File: config.mk
export PLATFORM = sky130hd
export DESIGN_NAME = vga_timing_gen
export DESIGN_NICKNAME = d
export VERILOG_FILES = /design/src/rtl/vga_timing_pkg.sv /design/src/rtl/vga_axis_fsm.sv /design/src/rtl/vga_timing_gen.sv
export SDC_FILE = /design/constraint.sdc
export NUM_CORES = 1
export LEC_CHECK = 0
export ABC_AREA = 1
export BUFFER_PORTS_ARGS = -buffer_cell sky130_fd_sc_hd__buf_2
export CORE_ASPECT_RATIO = 0.75
export CORE_MARGIN = 2
export CORE_UTILIZATION = 56
export DETAILED_ROUTE_END_ITERATION = 8
export PLACE_DENSITY = 0.8
export SLEW_MARGIN = 20
export SYNTH_ARGS = -nofsm -noshare
export SYNTH_HDL_FRONTEND = slang
export SYNTH_SLANG_ARGS = --single-unit
export TNS_END_PERCENT = 30
File: constraint.sdc
create_clock -name clk -period 2.1 [get_ports clk]
set_input_delay 0.315 -clock clk [delete_from_list [all_inputs] [get_ports clk]]
set_output_delay 0.315 -clock clk [all_outputs]
set_load 0.02 [all_outputs]
File: src/rtl/vga_timing_pkg.sv
// vga_timing_pkg: shared types and constants for the VGA timing generator.
//   - axis_state_e : region state of one timing axis (ACTIVE, FRONT, SYNC, BACK)
//   - DEF_*        : default 640x480 timing (horizontal in pixels, vertical in lines)
//   - *_W          : fixed output widths of vga_timing_gen
//   - BAR_RGB      : 4:4:4 colour-bar table, index 0 is the leftmost bar
//   - axis_total() : sum of the four region lengths of one axis
package vga_timing_pkg;

  typedef enum logic [1:0] {
    ACTIVE = 2'd0,
    FRONT  = 2'd1,
    SYNC   = 2'd2,
    BACK   = 2'd3
  } axis_state_e;

  localparam int unsigned DEF_CLKS_PER_PIXEL = 4;

  localparam int unsigned DEF_H_VISIBLE = 640;
  localparam int unsigned DEF_H_FP      = 16;
  localparam int unsigned DEF_H_SYNC    = 96;
  localparam int unsigned DEF_H_BP      = 48;

  localparam int unsigned DEF_V_VISIBLE = 480;
  localparam int unsigned DEF_V_FP      = 10;
  localparam int unsigned DEF_V_SYNC    = 2;
  localparam int unsigned DEF_V_BP      = 29;

  localparam int unsigned HCNT_W   = 12;
  localparam int unsigned VCNT_W   = 10;
  localparam int unsigned PIXX_W   = 10;
  localparam int unsigned PIXY_W   = 9;
  localparam int unsigned RGB_W    = 12;
  localparam int unsigned NUM_BARS = 8;

  // black, blue, green, cyan, red, magenta, yellow, white (left to right)
  localparam logic [NUM_BARS-1:0][RGB_W-1:0] BAR_RGB = {
    12'hFFF, 12'hFF0, 12'hF0F, 12'hF00,
    12'h0FF, 12'h0F0, 12'h00F, 12'h000
  };

  function automatic int unsigned axis_total(input int unsigned visible,
                                             input int unsigned fp,
                                             input int unsigned sync,
                                             input int unsigned bp);
    return visible + fp + sync + bp;
  endfunction

endpackage

File: src/rtl/vga_axis_fsm.sv
// vga_axis_fsm: position counter and region FSM for one timing axis.
// Region lengths are given in counter units (clks for horizontal, lines for
// vertical). The counter advances by one on each step_i and wraps after the
// back porch; the FSM moves ACTIVE->FRONT->SYNC->BACK->ACTIVE on the step that
// leaves each region's last count.
// Ports:
//   clk, reset    : clock, asynchronous active-high reset
//   step_i        : advance the axis by one position this cycle
//   cnt_o         : registered position within the axis period
//   cnt_nxt_c     : position the counter takes at the next edge
//   state_nxt_c   : region the FSM takes at the next edge
//   last_nxt_c    : next position is the final one of the period
module vga_axis_fsm
  import vga_timing_pkg::*;
#(
  parameter int unsigned CNT_W      = 12,
  parameter int unsigned LEN_ACTIVE = 2560,
  parameter int unsigned LEN_FRONT  = 64,
  parameter int unsigned LEN_SYNC   = 384,
  parameter int unsigned LEN_BACK   = 192
) (
  input  logic             clk,
  input  logic             reset,
  input  logic             step_i,
  output logic [CNT_W-1:0] cnt_o,
  output logic [CNT_W-1:0] cnt_nxt_c,
  output axis_state_e      state_nxt_c,
  output logic             last_nxt_c
);

  localparam int unsigned END_ACTIVE = LEN_ACTIVE;
  localparam int unsigned END_FRONT  = END_ACTIVE + LEN_FRONT;
  localparam int unsigned END_SYNC   = END_FRONT + LEN_SYNC;
  localparam int unsigned END_TOTAL  = END_SYNC + LEN_BACK;

  localparam logic [CNT_W-1:0] LAST_ACTIVE = CNT_W'(END_ACTIVE - 1);
  localparam logic [CNT_W-1:0] LAST_FRONT  = CNT_W'(END_FRONT - 1);
  localparam logic [CNT_W-1:0] LAST_SYNC   = CNT_W'(END_SYNC - 1);
  localparam logic [CNT_W-1:0] LAST_TOTAL  = CNT_W'(END_TOTAL - 1);

  logic [CNT_W-1:0] cnt_q;
  logic [CNT_W-1:0] cnt_d;
  axis_state_e      state_q;
  axis_state_e      state_d;

  // State and position registers
  always_ff @(posedge clk or posedge reset) begin
    if (reset) begin
      cnt_q   <= '0;
      state_q <= ACTIVE;
    end else begin
      cnt_q   <= cnt_d;
      state_q <= state_d;
    end
  end

  // Next position and region; each region ends on its last count
  always_comb begin
    cnt_d   = cnt_q;
    state_d = state_q;
    if (step_i) begin
      if (cnt_q == LAST_TOTAL) begin
        cnt_d = '0;
      end else begin
        cnt_d = cnt_q + CNT_W'(1);
      end
      case (state_q)
        ACTIVE:  if (cnt_q == LAST_ACTIVE) state_d = FRONT;
        FRONT:   if (cnt_q == LAST_FRONT)  state_d = SYNC;
        SYNC:    if (cnt_q == LAST_SYNC)   state_d = BACK;
        BACK:    if (cnt_q == LAST_TOTAL)  state_d = ACTIVE;
        default: state_d = ACTIVE;
      endcase
    end
  end

  assign cnt_o       = cnt_q;
  assign cnt_nxt_c   = cnt_d;
  assign state_nxt_c = state_d;
  assign last_nxt_c  = (cnt_d == LAST_TOTAL);

endmodule

File: src/rtl/vga_timing_gen.sv
// vga_timing_gen: VGA sync/timing generator with pixel coordinates.
// All outputs are registered from next-state values so every output is
// cycle-aligned with H_counter/V_counter.
// Optional feature: define VGA_TIMING_TEST_PATTERN_EN to drive 8 vertical
// colour bars on rgb; otherwise rgb is tied to zero.
// Ports:
//   clk, reset  : clock, asynchronous active-high reset
//   en          : count enable; low freezes counters, states and sync levels
//   H_counter   : clk index within the line
//   V_counter   : line index within the frame
//   hsync/vsync : active-low sync pulses
//   display_en  : high inside the visible region
//   pixel_x/y   : visible pixel coordinates, 0 outside the visible region
//   pixel_tick  : pulse on the last clk of each pixel
//   frame_end   : pulse on the last clk of the frame
//   rgb         : 4:4:4 colour
module vga_timing_gen
  import vga_timing_pkg::*;
#(
  parameter int unsigned CLKS_PER_PIXEL = DEF_CLKS_PER_PIXEL,
  parameter int unsigned H_VISIBLE      = DEF_H_VISIBLE,
  parameter int unsigned H_FP           = DEF_H_FP,
  parameter int unsigned H_SYNC         = DEF_H_SYNC,
  parameter int unsigned H_BP           = DEF_H_BP,
  parameter int unsigned V_VISIBLE      = DEF_V_VISIBLE,
  parameter int unsigned V_FP           = DEF_V_FP,
  parameter int unsigned V_SYNC         = DEF_V_SYNC,
  parameter int unsigned V_BP           = DEF_V_BP
) (
  input  logic              clk,
  input  logic              reset,
  input  logic              en,
  output logic [HCNT_W-1:0] H_counter,
  output logic [VCNT_W-1:0] V_counter,
  output logic              hsync,
  output logic              vsync,
  output logic              display_en,
  output logic [PIXX_W-1:0] pixel_x,
  output logic [PIXY_W-1:0] pixel_y,
  output logic              pixel_tick,
  output logic              frame_end,
  output logic [RGB_W-1:0]  rgb
);

  localparam int unsigned H_TOTAL_PIX = axis_total(H_VISIBLE, H_FP, H_SYNC, H_BP);
  localparam int unsigned H_TOTAL_CLK = CLKS_PER_PIXEL * H_TOTAL_PIX;
  localparam int unsigned V_TOTAL     = axis_total(V_VISIBLE, V_FP, V_SYNC, V_BP);
  localparam int unsigned SUB_W       = (CLKS_PER_PIXEL > 1) ? $clog2(CLKS_PER_PIXEL) : 1;

  localparam logic [SUB_W-1:0] SUB_LAST = SUB_W'(CLKS_PER_PIXEL - 1);

  // Reject timings that do not fit the fixed output widths
  if (CLKS_PER_PIXEL < 1 || H_VISIBLE < 1 || H_FP < 1 || H_SYNC < 1 || H_BP < 1 ||
      V_VISIBLE < 1 || V_FP < 1 || V_SYNC < 1 || V_BP < 1) begin : g_chk_region
    $error("vga_timing_gen: every timing region must be at least 1");
  end
  if (H_TOTAL_CLK > (2 ** HCNT_W)) begin : g_chk_h_total
    $error("vga_timing_gen: CLKS_PER_PIXEL*H_total does not fit H_counter");
  end
  if (V_TOTAL > (2 ** VCNT_W)) begin : g_chk_v_total
    $error("vga_timing_gen: V_total does not fit V_counter");
  end
  if (H_VISIBLE > (2 ** PIXX_W) || V_VISIBLE > (2 ** PIXY_W)) begin : g_chk_visible
    $error("vga_timing_gen: visible area does not fit pixel_x/pixel_y");
  end

  logic [HCNT_W-1:0] h_cnt_q;
  logic [HCNT_W-1:0] h_cnt_d;
  axis_state_e       h_state_d;
  logic              h_last_d;
  logic [VCNT_W-1:0] v_cnt_q;
  logic [VCNT_W-1:0] v_cnt_d;
  axis_state_e       v_state_d;
  logic              v_last_d;
  logic              v_step;

  logic              h_last_q;
  logic [SUB_W-1:0]  sub_q;
  logic [SUB_W-1:0]  sub_d;
  logic [HCNT_W-1:0] px_q;
  logic [HCNT_W-1:0] px_d;

  logic              hsync_q;
  logic              hsync_d;
  logic              vsync_q;
  logic              vsync_d;
  logic              de_q;
  logic              de_d;
  logic [PIXX_W-1:0] pixel_x_q;
  logic [PIXX_W-1:0] pixel_x_d;
  logic [PIXY_W-1:0] pixel_y_q;
  logic [PIXY_W-1:0] pixel_y_d;
  logic              tick_q;
  logic              tick_d;
  logic              fend_q;
  logic              fend_d;

  // Horizontal axis runs in clk units
  vga_axis_fsm #(
    .CNT_W      (HCNT_W),
    .LEN_ACTIVE (CLKS_PER_PIXEL * H_VISIBLE),
    .LEN_FRONT  (CLKS_PER_PIXEL * H_FP),
    .LEN_SYNC   (CLKS_PER_PIXEL * H_SYNC),
    .LEN_BACK   (CLKS_PER_PIXEL * H_BP)
  ) u_h_axis (
    .clk         (clk),
    .reset       (reset),
    .step_i      (en),
    .cnt_o       (h_cnt_q),
    .cnt_nxt_c   (h_cnt_d),
    .state_nxt_c (h_state_d),
    .last_nxt_c  (h_last_d)
  );

  // Vertical axis steps on the horizontal wrap
  assign v_step = en & h_last_q;

  vga_axis_fsm #(
    .CNT_W      (VCNT_W),
    .LEN_ACTIVE (V_VISIBLE),
    .LEN_FRONT  (V_FP),
    .LEN_SYNC   (V_SYNC),
    .LEN_BACK   (V_BP)
  ) u_v_axis (
    .clk         (clk),
    .reset       (reset),
    .step_i      (v_step),
    .cnt_o       (v_cnt_q),
    .cnt_nxt_c   (v_cnt_d),
    .state_nxt_c (v_state_d),
    .last_nxt_c  (v_last_d)
  );

  // Sub-pixel and pixel counters replace a divide of H_counter
  always_comb begin
    sub_d = sub_q;
    px_d  = px_q;
    if (en) begin
      if (sub_q == SUB_LAST) begin
        sub_d = '0;
        px_d  = h_last_q ? '0 : px_q + HCNT_W'(1);
      end else begin
        sub_d = sub_q + SUB_W'(1);
      end
    end
  end

  // Output next-state, derived from the counters' next values
  always_comb begin
    hsync_d   = (h_state_d != SYNC);
    vsync_d   = (v_state_d != SYNC);
    de_d      = (h_state_d == ACTIVE) && (v_state_d == ACTIVE);
    pixel_x_d = '0;
    pixel_y_d = '0;
    if (de_d) begin
      pixel_x_d = PIXX_W'(px_d);
      pixel_y_d = PIXY_W'(v_cnt_d);
    end
    tick_d = en & (sub_d == SUB_LAST);
    fend_d = en & h_last_d & v_last_d;
  end

  // Output and helper registers
  always_ff @(posedge clk or posedge reset) begin
    if (reset) begin
      h_last_q  <= 1'b0;
      sub_q     <= '0;
      px_q      <= '0;
      hsync_q   <= 1'b1;
      vsync_q   <= 1'b1;
      de_q      <= 1'b1;
      pixel_x_q <= '0;
      pixel_y_q <= '0;
      tick_q    <= 1'b0;
      fend_q    <= 1'b0;
    end else begin
      h_last_q  <= h_last_d;
      sub_q     <= sub_d;
      px_q      <= px_d;
      hsync_q   <= hsync_d;
      vsync_q   <= vsync_d;
      de_q      <= de_d;
      pixel_x_q <= pixel_x_d;
      pixel_y_q <= pixel_y_d;
      tick_q    <= tick_d;
      fend_q    <= fend_d;
    end
  end

`ifdef VGA_TIMING_TEST_PATTERN_EN
  localparam int unsigned BAR_W = H_VISIBLE / NUM_BARS;

  logic [2:0]       bar_idx;
  logic [RGB_W-1:0] rgb_q;
  logic [RGB_W-1:0] rgb_d;

  // Bar index by constant boundary compares; trailing remainder pixels join the last bar
  always_comb begin
    bar_idx = '0;
    for (int unsigned b = 1; b < NUM_BARS; b++) begin
      if (px_d >= HCNT_W'(b * BAR_W)) bar_idx = 3'(b);
    end
    rgb_d = de_d ? BAR_RGB[bar_idx] : '0;
  end

  always_ff @(posedge clk or posedge reset) begin
    if (reset) begin
      rgb_q <= '0;
    end else begin
      rgb_q <= rgb_d;
    end
  end

  assign rgb = rgb_q;
`else
  assign rgb = '0;
`endif

  assign H_counter  = h_cnt_q;
  assign V_counter  = v_cnt_q;
  assign hsync      = hsync_q;
  assign vsync      = vsync_q;
  assign display_en = de_q;
  assign pixel_x    = pixel_x_q;
  assign pixel_y    = pixel_y_q;
  assign pixel_tick = tick_q;
  assign frame_end  = fend_q;

endmodule

==> results of run 1 <==
==> registers in the layout, summed over array words and instances, names as in the netlist, 2 cells and up <==
register          flops
u_h_axis.cnt_o       12
pixel_x              10
px_q                 10
u_v_axis.cnt_o       10
pixel_y               9
sub_q                 2
u_h_axis.state_q      2
u_v_axis.state_q      2
==> kinds of logic after synthesis <==
group	count (synthesis)	share of synthesized area
other	1	0.00107
AND/OR/NAND/NOR	252	0.350
XOR/XNOR	3	0.00752
flip-flops	63	0.452
AO/OA/AOI/OAI	20	0.0369
adder cells (fa/ha/maj)	6	0.0215
buffers and inverters	102	0.131
==> layout by cell type (no fill, tap or decap), types with 2 or more instances in the layout <==
master / count
nand3_1: 44
buf_12: 2
nand2_2: 4
dfrtp_1: 60
buf_4: 4
ha_1: 5
o21ai_1: 2
buf_2: 48
xor2_1: 3
nor2_2: 24
nand2_4: 2
inv_1: 73
inv_2: 8
nand3_2: 3
nand2_1: 89
nor3_2: 6
clkinvlp_4: 2
nand4_1: 11
nor2_1: 49
nor3_1: 11
nor2_4: 3
a21oi_1: 4
dfstp_2: 3
clkbuf_8: 10
bufinv_16: 2
conb_1: 12
o21ai_0: 7
or2_2: 3
==> cell type report <==
type / count / area [sq um] / area share
clock buffer: 10 / 138 / 0.0341
clock inverter: 6 / 92.6 / 0.0229
inverter: 82 / 308 / 0.0763
multi-input combinational: 293 / 1500 / 0.372
sequential: 63 / 1580 / 0.392
tap: 78 / 97.6 / 0.0242
timing repair buffer: 55 / 320 / 0.0794
==> stage by stage <==
stage	std cells	utilization	cell area, sq um
global placement	570	0.641	3790
CTS	587	0.682	4030
detailed placement	570	0.641	3790
floorplan	458	-	3530
finish	587	0.682	4040
global route	587	0.682	4040
==> power by group through the flow <==
stage                     registers, mW  logic [mW]  clock network (mW)
after global placement             1.62       0.984                   0
final                              1.61        1.03                1.20
after floorplan                    1.70       0.658                   0
after detailed placement           1.62        1.01                   0
after CTS                          1.60        1.02                1.23
after global routing               1.64        1.15                1.27
==> routing by layer <==
layer,track usage,part of all wire,up-vias
met2,0.351,0.44,140
li1,-,-,1478
met5,0,0,-
met3,0.0717,0.089,10
met1,0.354,0.46,1361
met4,0.0757,0.012,0
==> final timing paths <==
| check | to | cells past startpoint | slack [ns] | startpoint |
|---|---|---|---|---|
| setup reg to reg | pixel_y[7] | 12 | 0.14 | u_h_axis.cnt_o[0] |
| min in group asynchronous | u_h_axis.cnt_o[5] | 3 | 0.53 | reset |
| max in group asynchronous | display_en | 4 | 0.93 | reset |
| setup / recovery | pixel_y[7] | 12 | 0.14 | u_h_axis.cnt_o[0] |
| hold / removal | u_h_axis.cnt_o[8] | 2 | 0.41 | en |
| hold reg to reg | sub_q[0] | 2 | 0.56 | sub_q[0] |
==> worst max-delay path: stages, from the launching register on <==
cell	delay, ns
dfrtp_1	0.44
ha_2	0.26
nand2_4	0.08
nor2_4	0.20
nand2_2	0.12
nand3_1	0.08
nand3_1	0.07
nand2_1	0.06
inv_1	0.04
nor2_2	0.15
nand2_2	0.09
buf_12	0.17
nor2_2	0.11
==> repair_timing <==
item	4_1_cts	5_1_grt
resized for setup	0	1
buffers inserted	0	0
endpoints found under the hold margin	20	0
hold buffers	1	0
endpoints found under the setup margin	0	1
==> out/qor.txt, run 1 <==
I/O pin count = 61
Via-to-Cell Ratio = 5.09
remaining antenna violation count = 0
Setup crit end kind = register
cells after synthesis = 447
startpoint types = register
TritonCTS Buffers = 9
largest net degree at the start of global routing = 44
Setup Viol. Count Final = 0
Antenna diodes = 0
FMAX = 0.509 GHz
Cell Int Power = 2.42 mW
post-synth top area share = 0.430
P&R area growth vs syn = 15.5%
die area = 6890 sq um
CTS tree = done
DR vias = 2989
Hold Path Class = in2reg
pwr dens = 954 nW/um^2
Final Hold Fails = 0
CP Data Arrival Time = 2.24 ns
clock sinks = 63
Clock power frac = 0.313
dpl ws = 0.161 ns
Filler Cell Count = 487
Die Ht = 72.4 um
Die Span X = 95.2 um
synthesized cell area = 3490 sq um
number of synthesized flops with an enable pin = 0
initial antenna violation count = 0
Post-route DRC = 0
Worst-Skew Late Latency = 0.34 ns
Synth top cells by count = nand2_1, inv_1, dfrtp_1
Routed WL = 7780 um
Layout Nets = 513
layout cells sized above 1 = 0.255
crit share post-route = 0.936
vias in the first global route = 2670
Switching Share = 0.371
Slew Limit Fails = 0
combinational power share = 0.269
FF+latch count, synth = 63
Yosys cell types = 36
maximum vdd drop = 0.702 mV
total chip power = 3.85 mW
critical path class = reg2reg
setup TNS = 0 ns
worst-case clock buffer depth = 2
HPWL after DPL = 5690 um
Initial Util = 0.591
top-count cell post-synth = nand2_1
RSZ-0062 raised after global routing = false
DRT Pass-1 Iters = 5
Tmin final = 1.96 ns
Seq pwr share = 0.419
number of max-cap violations = 0
WHS = 0.413 ns
1st-iter DRT viols = 302
# port buffers = 48
Critical Path RT = 2.37 ns
NetSw = 1.43 mW
number of synthesis warnings = 0
area leader, netlist = dfrtp_1
first-pass GRT wire length = 12600 um
Post-synth top flop = dfrtp_1
post-synthesis sequential area ratio = 0.452
GP Congestion = 0.973
top post-synthesis cells by area = dfrtp_1, nand2_1, inv_1
min setup slack post-route = 0.135 ns
Worst Path Max Fanout = 20
row cnt = 24
H-tree lvl count = 3
Worst-path clk slew = 0.07 ns
core area = 5920 sq um
WL/cell = 13.3 um
Clock Skews = 0.00583 ns
Static Leak = 2.20 nW
fraction of registers with async set/reset = 1.00
remaining global-route overflow = 0
Tot GR Track Use = 0.243
syn_area_per_cell = 7.82 sq um
Root Driver = clkbuf_8
outcome = completed
No activity file was read; power rests on OpenSTA's default activity.
==> run 2, diff against run 1 <==
--- a/config.mk
+++ b/config.mk
@@ -7,7 +7,7 @@
 export LEC_CHECK = 0
 export ABC_AREA = 1
 export BUFFER_PORTS_ARGS = -buffer_cell sky130_fd_sc_hd__buf_2
-export CORE_ASPECT_RATIO = 0.75
+export CORE_ASPECT_RATIO = 0.6
 export CORE_MARGIN = 2
 export CORE_UTILIZATION = 56
 export DETAILED_ROUTE_END_ITERATION = 8
==> out/qor.txt, run 2 (synthesized netlist as in run 1, its figures left out) <==
outcome = completed (unchanged)
placement-stage cell area = 3800 sq um (was 3790 sq um)
startpoint types = register (unchanged)
largest net degree at the start of global routing = 44 (unchanged)
most frequent cells in the layout = nand2_1, inv_1, dfrtp_1 (unchanged)
CTS tree = done (unchanged)
Hold Path Sink = u_h_axis.cnt_o[0] (was u_h_axis.cnt_o[8])
Final Hold Fails = 0 (unchanged)
initial antenna violation count = 0 (unchanged)
clock sinks = 63 (unchanged)
r2r setup slk = 0.14 ns (about the same)
FF-to-FF Start = u_v_axis.cnt_o[1] (was u_h_axis.cnt_o[0])
Die Span X = 106 um (was 95.2 um)
HPWL after DPL = 5940 um (was 5690 um)
Worst-path clk slew = 0.07 ns (about the same)
Static Leak = 2.17 nW (was 2.20 nW)
max FFs per register = 12 (unchanged)
Root Driver = clkbuf_8 (unchanged)
TritonCTS Buffers = 9 (unchanged)
FMAX = 0.511 GHz (was 0.509 GHz)
I/O pin count = 61 (unchanged)
dpl ws = 0.161 ns (about the same)
die area = 6910 sq um (was 6890 sq um)
first-pass GRT wire length = 12800 um (was 12600 um)
M2 GR Usage = 0.342 (was 0.351)
Slew Limit Fails = 0 (unchanged)
worst-case clock buffer depth = 2 (unchanged)
GRT Max-Usage Layer = met1 (unchanged)
WHS = 0.447 ns (was 0.413 ns)
vias in the first global route = 2665 (was 2670)
row cnt = 22 (was 24)
Initial Util = 0.574 (was 0.591)
crit share post-route = 0.932 (was 0.936)
M1 GR Usage = 0.372 (was 0.354)
layout cells sized above 1 = 0.259 (was 0.255)
core area = 6080 sq um (was 5920 sq um)
worst hold path cell count = 4 (was 2)
H-tree lvl count = 3 (unchanged)
remaining antenna violation count = 0 (unchanged)
setup TNS = 0 ns (unchanged)
grt met3 use = 0.0665 (was 0.0717)
Setup crit end kind = register (unchanged)
Critical Path RT = 2.37 ns (about the same)
design area = 3990 sq um (was 4040 sq um)
most common cell after layout, fill and taps aside = nand2_1 (unchanged)
Tot GR Track Use = 0.243 (about the same)
WL/cell = 13.3 um (about the same)
Routed WL = 7930 um (was 7780 um)
Clock Skews = 0.0105 ns (was 0.00583 ns)
GP Congestion = 0.943 (was 0.973)
Post-route DRC = 0 (unchanged)
R2R depth = 13 (was 12)
Die Ht = 65.2 um (was 72.4 um)
Tmin final = 1.96 ns (about the same)
critical path class = reg2reg (unchanged)
P&R area growth vs syn = 14.3% (was 15.5%)
DRT Pass-1 Iters = 5 (unchanged)
maximum vdd drop = 0.572 mV (was 0.702 mV)
Layout Nets = 514 (was 513)
number of max-cap violations = 0 (unchanged)
min setup slack post-route = 0.144 ns (was 0.135 ns)
Worst-Skew Late Latency = 0.34 ns (about the same)
Hold Path Class = in2reg (unchanged)
1st-iter DRT viols = 176 (was 302)
CP Data Arrival Time = 2.23 ns (was 2.24 ns)
Worst Path Max Fanout = 20 (unchanged)
Hold Startpoint = en (unchanged)
remaining global-route overflow = 0 (unchanged)
post-layout util = 0.656 (was 0.682)
Setup Viol. Count Final = 0 (unchanged)
Via-to-Cell Ratio = 5.13 (was 5.09)
# port buffers = 48 (unchanged)
pwr dens = 895 nW/um^2 (was 954 nW/um^2)
Antenna diodes = 0 (unchanged)
DR vias = 3048 (was 2989)
RR Endpoint = pixel_x[9] (was pixel_y[7])
run 2: routing by layer:
layer	part of all wire	wire (um)
met5	0	0
met4	0.0092	73
met3	0.080	634
met2	0.43	3390
met1	0.48	3840
run 2: worst max path at each step:
stage	startpoint	endpoint	slack [ns]	cells after the start
after floorplan	reset	frame_end	0.22	1
after global placement	en	pixel_x[9]	0.26	12
after detailed placement	u_v_axis.cnt_o[0]	pixel_x[9]	0.16	13
after CTS	u_v_axis.cnt_o[0]	pixel_x[9]	0.14	13
after global routing	u_v_axis.cnt_o[1]	pixel_x[9]	-0.02	13
final	u_v_axis.cnt_o[1]	pixel_x[9]	0.14	13
run 2: final cells by class:
cell class / count / area (sq um)
multi-input combinational: 293 / 1500
timing repair buffer: 56 / 328
tap: 84 / 105
inverter: 82 / 308
sequential: 63 / 1580
clock inverter: 5 / 36.3
clock buffer: 11 / 131
fill: 508 / 2090
run 2: repair_timing:
item                                   4_1_cts  5_1_grt
setup buffers                                0        1
hold buffers                                 1        0
endpoints found under the hold margin       20        0
resized for setup                            0        4
setup endpoints to repair                    0       21
run 2: through the flow:
stage               instances  power, mW
finish                    594       3.57
global route              594       3.79
CTS                       593       3.58
detailed placement        576       2.67
global placement          576       2.62
floorplan                 458       2.36
run 2: power by group:
| group | internal [mW] | switching [mW] | leakage, nW |
|---|---|---|---|
| Clock | 0.428 | 0.468 | 0.0755 |
| Sequential | 1.38 | 0.222 | 0.771 |
| Combinational | 0.350 | 0.723 | 1.32 |
run 2: critical path, cell delays in order (launching register included):
cell     delay (ns)
dfrtp_1        0.43
inv_1          0.10
ha_1           0.17
nand2_1        0.07
nor2_2         0.18
inv_1          0.06
nor2_1         0.08
nand4_1        0.12
nand2_2        0.13
nand3_1        0.08
nor2_2         0.12
nand2_2        0.07
buf_12         0.17
nor2_2         0.09
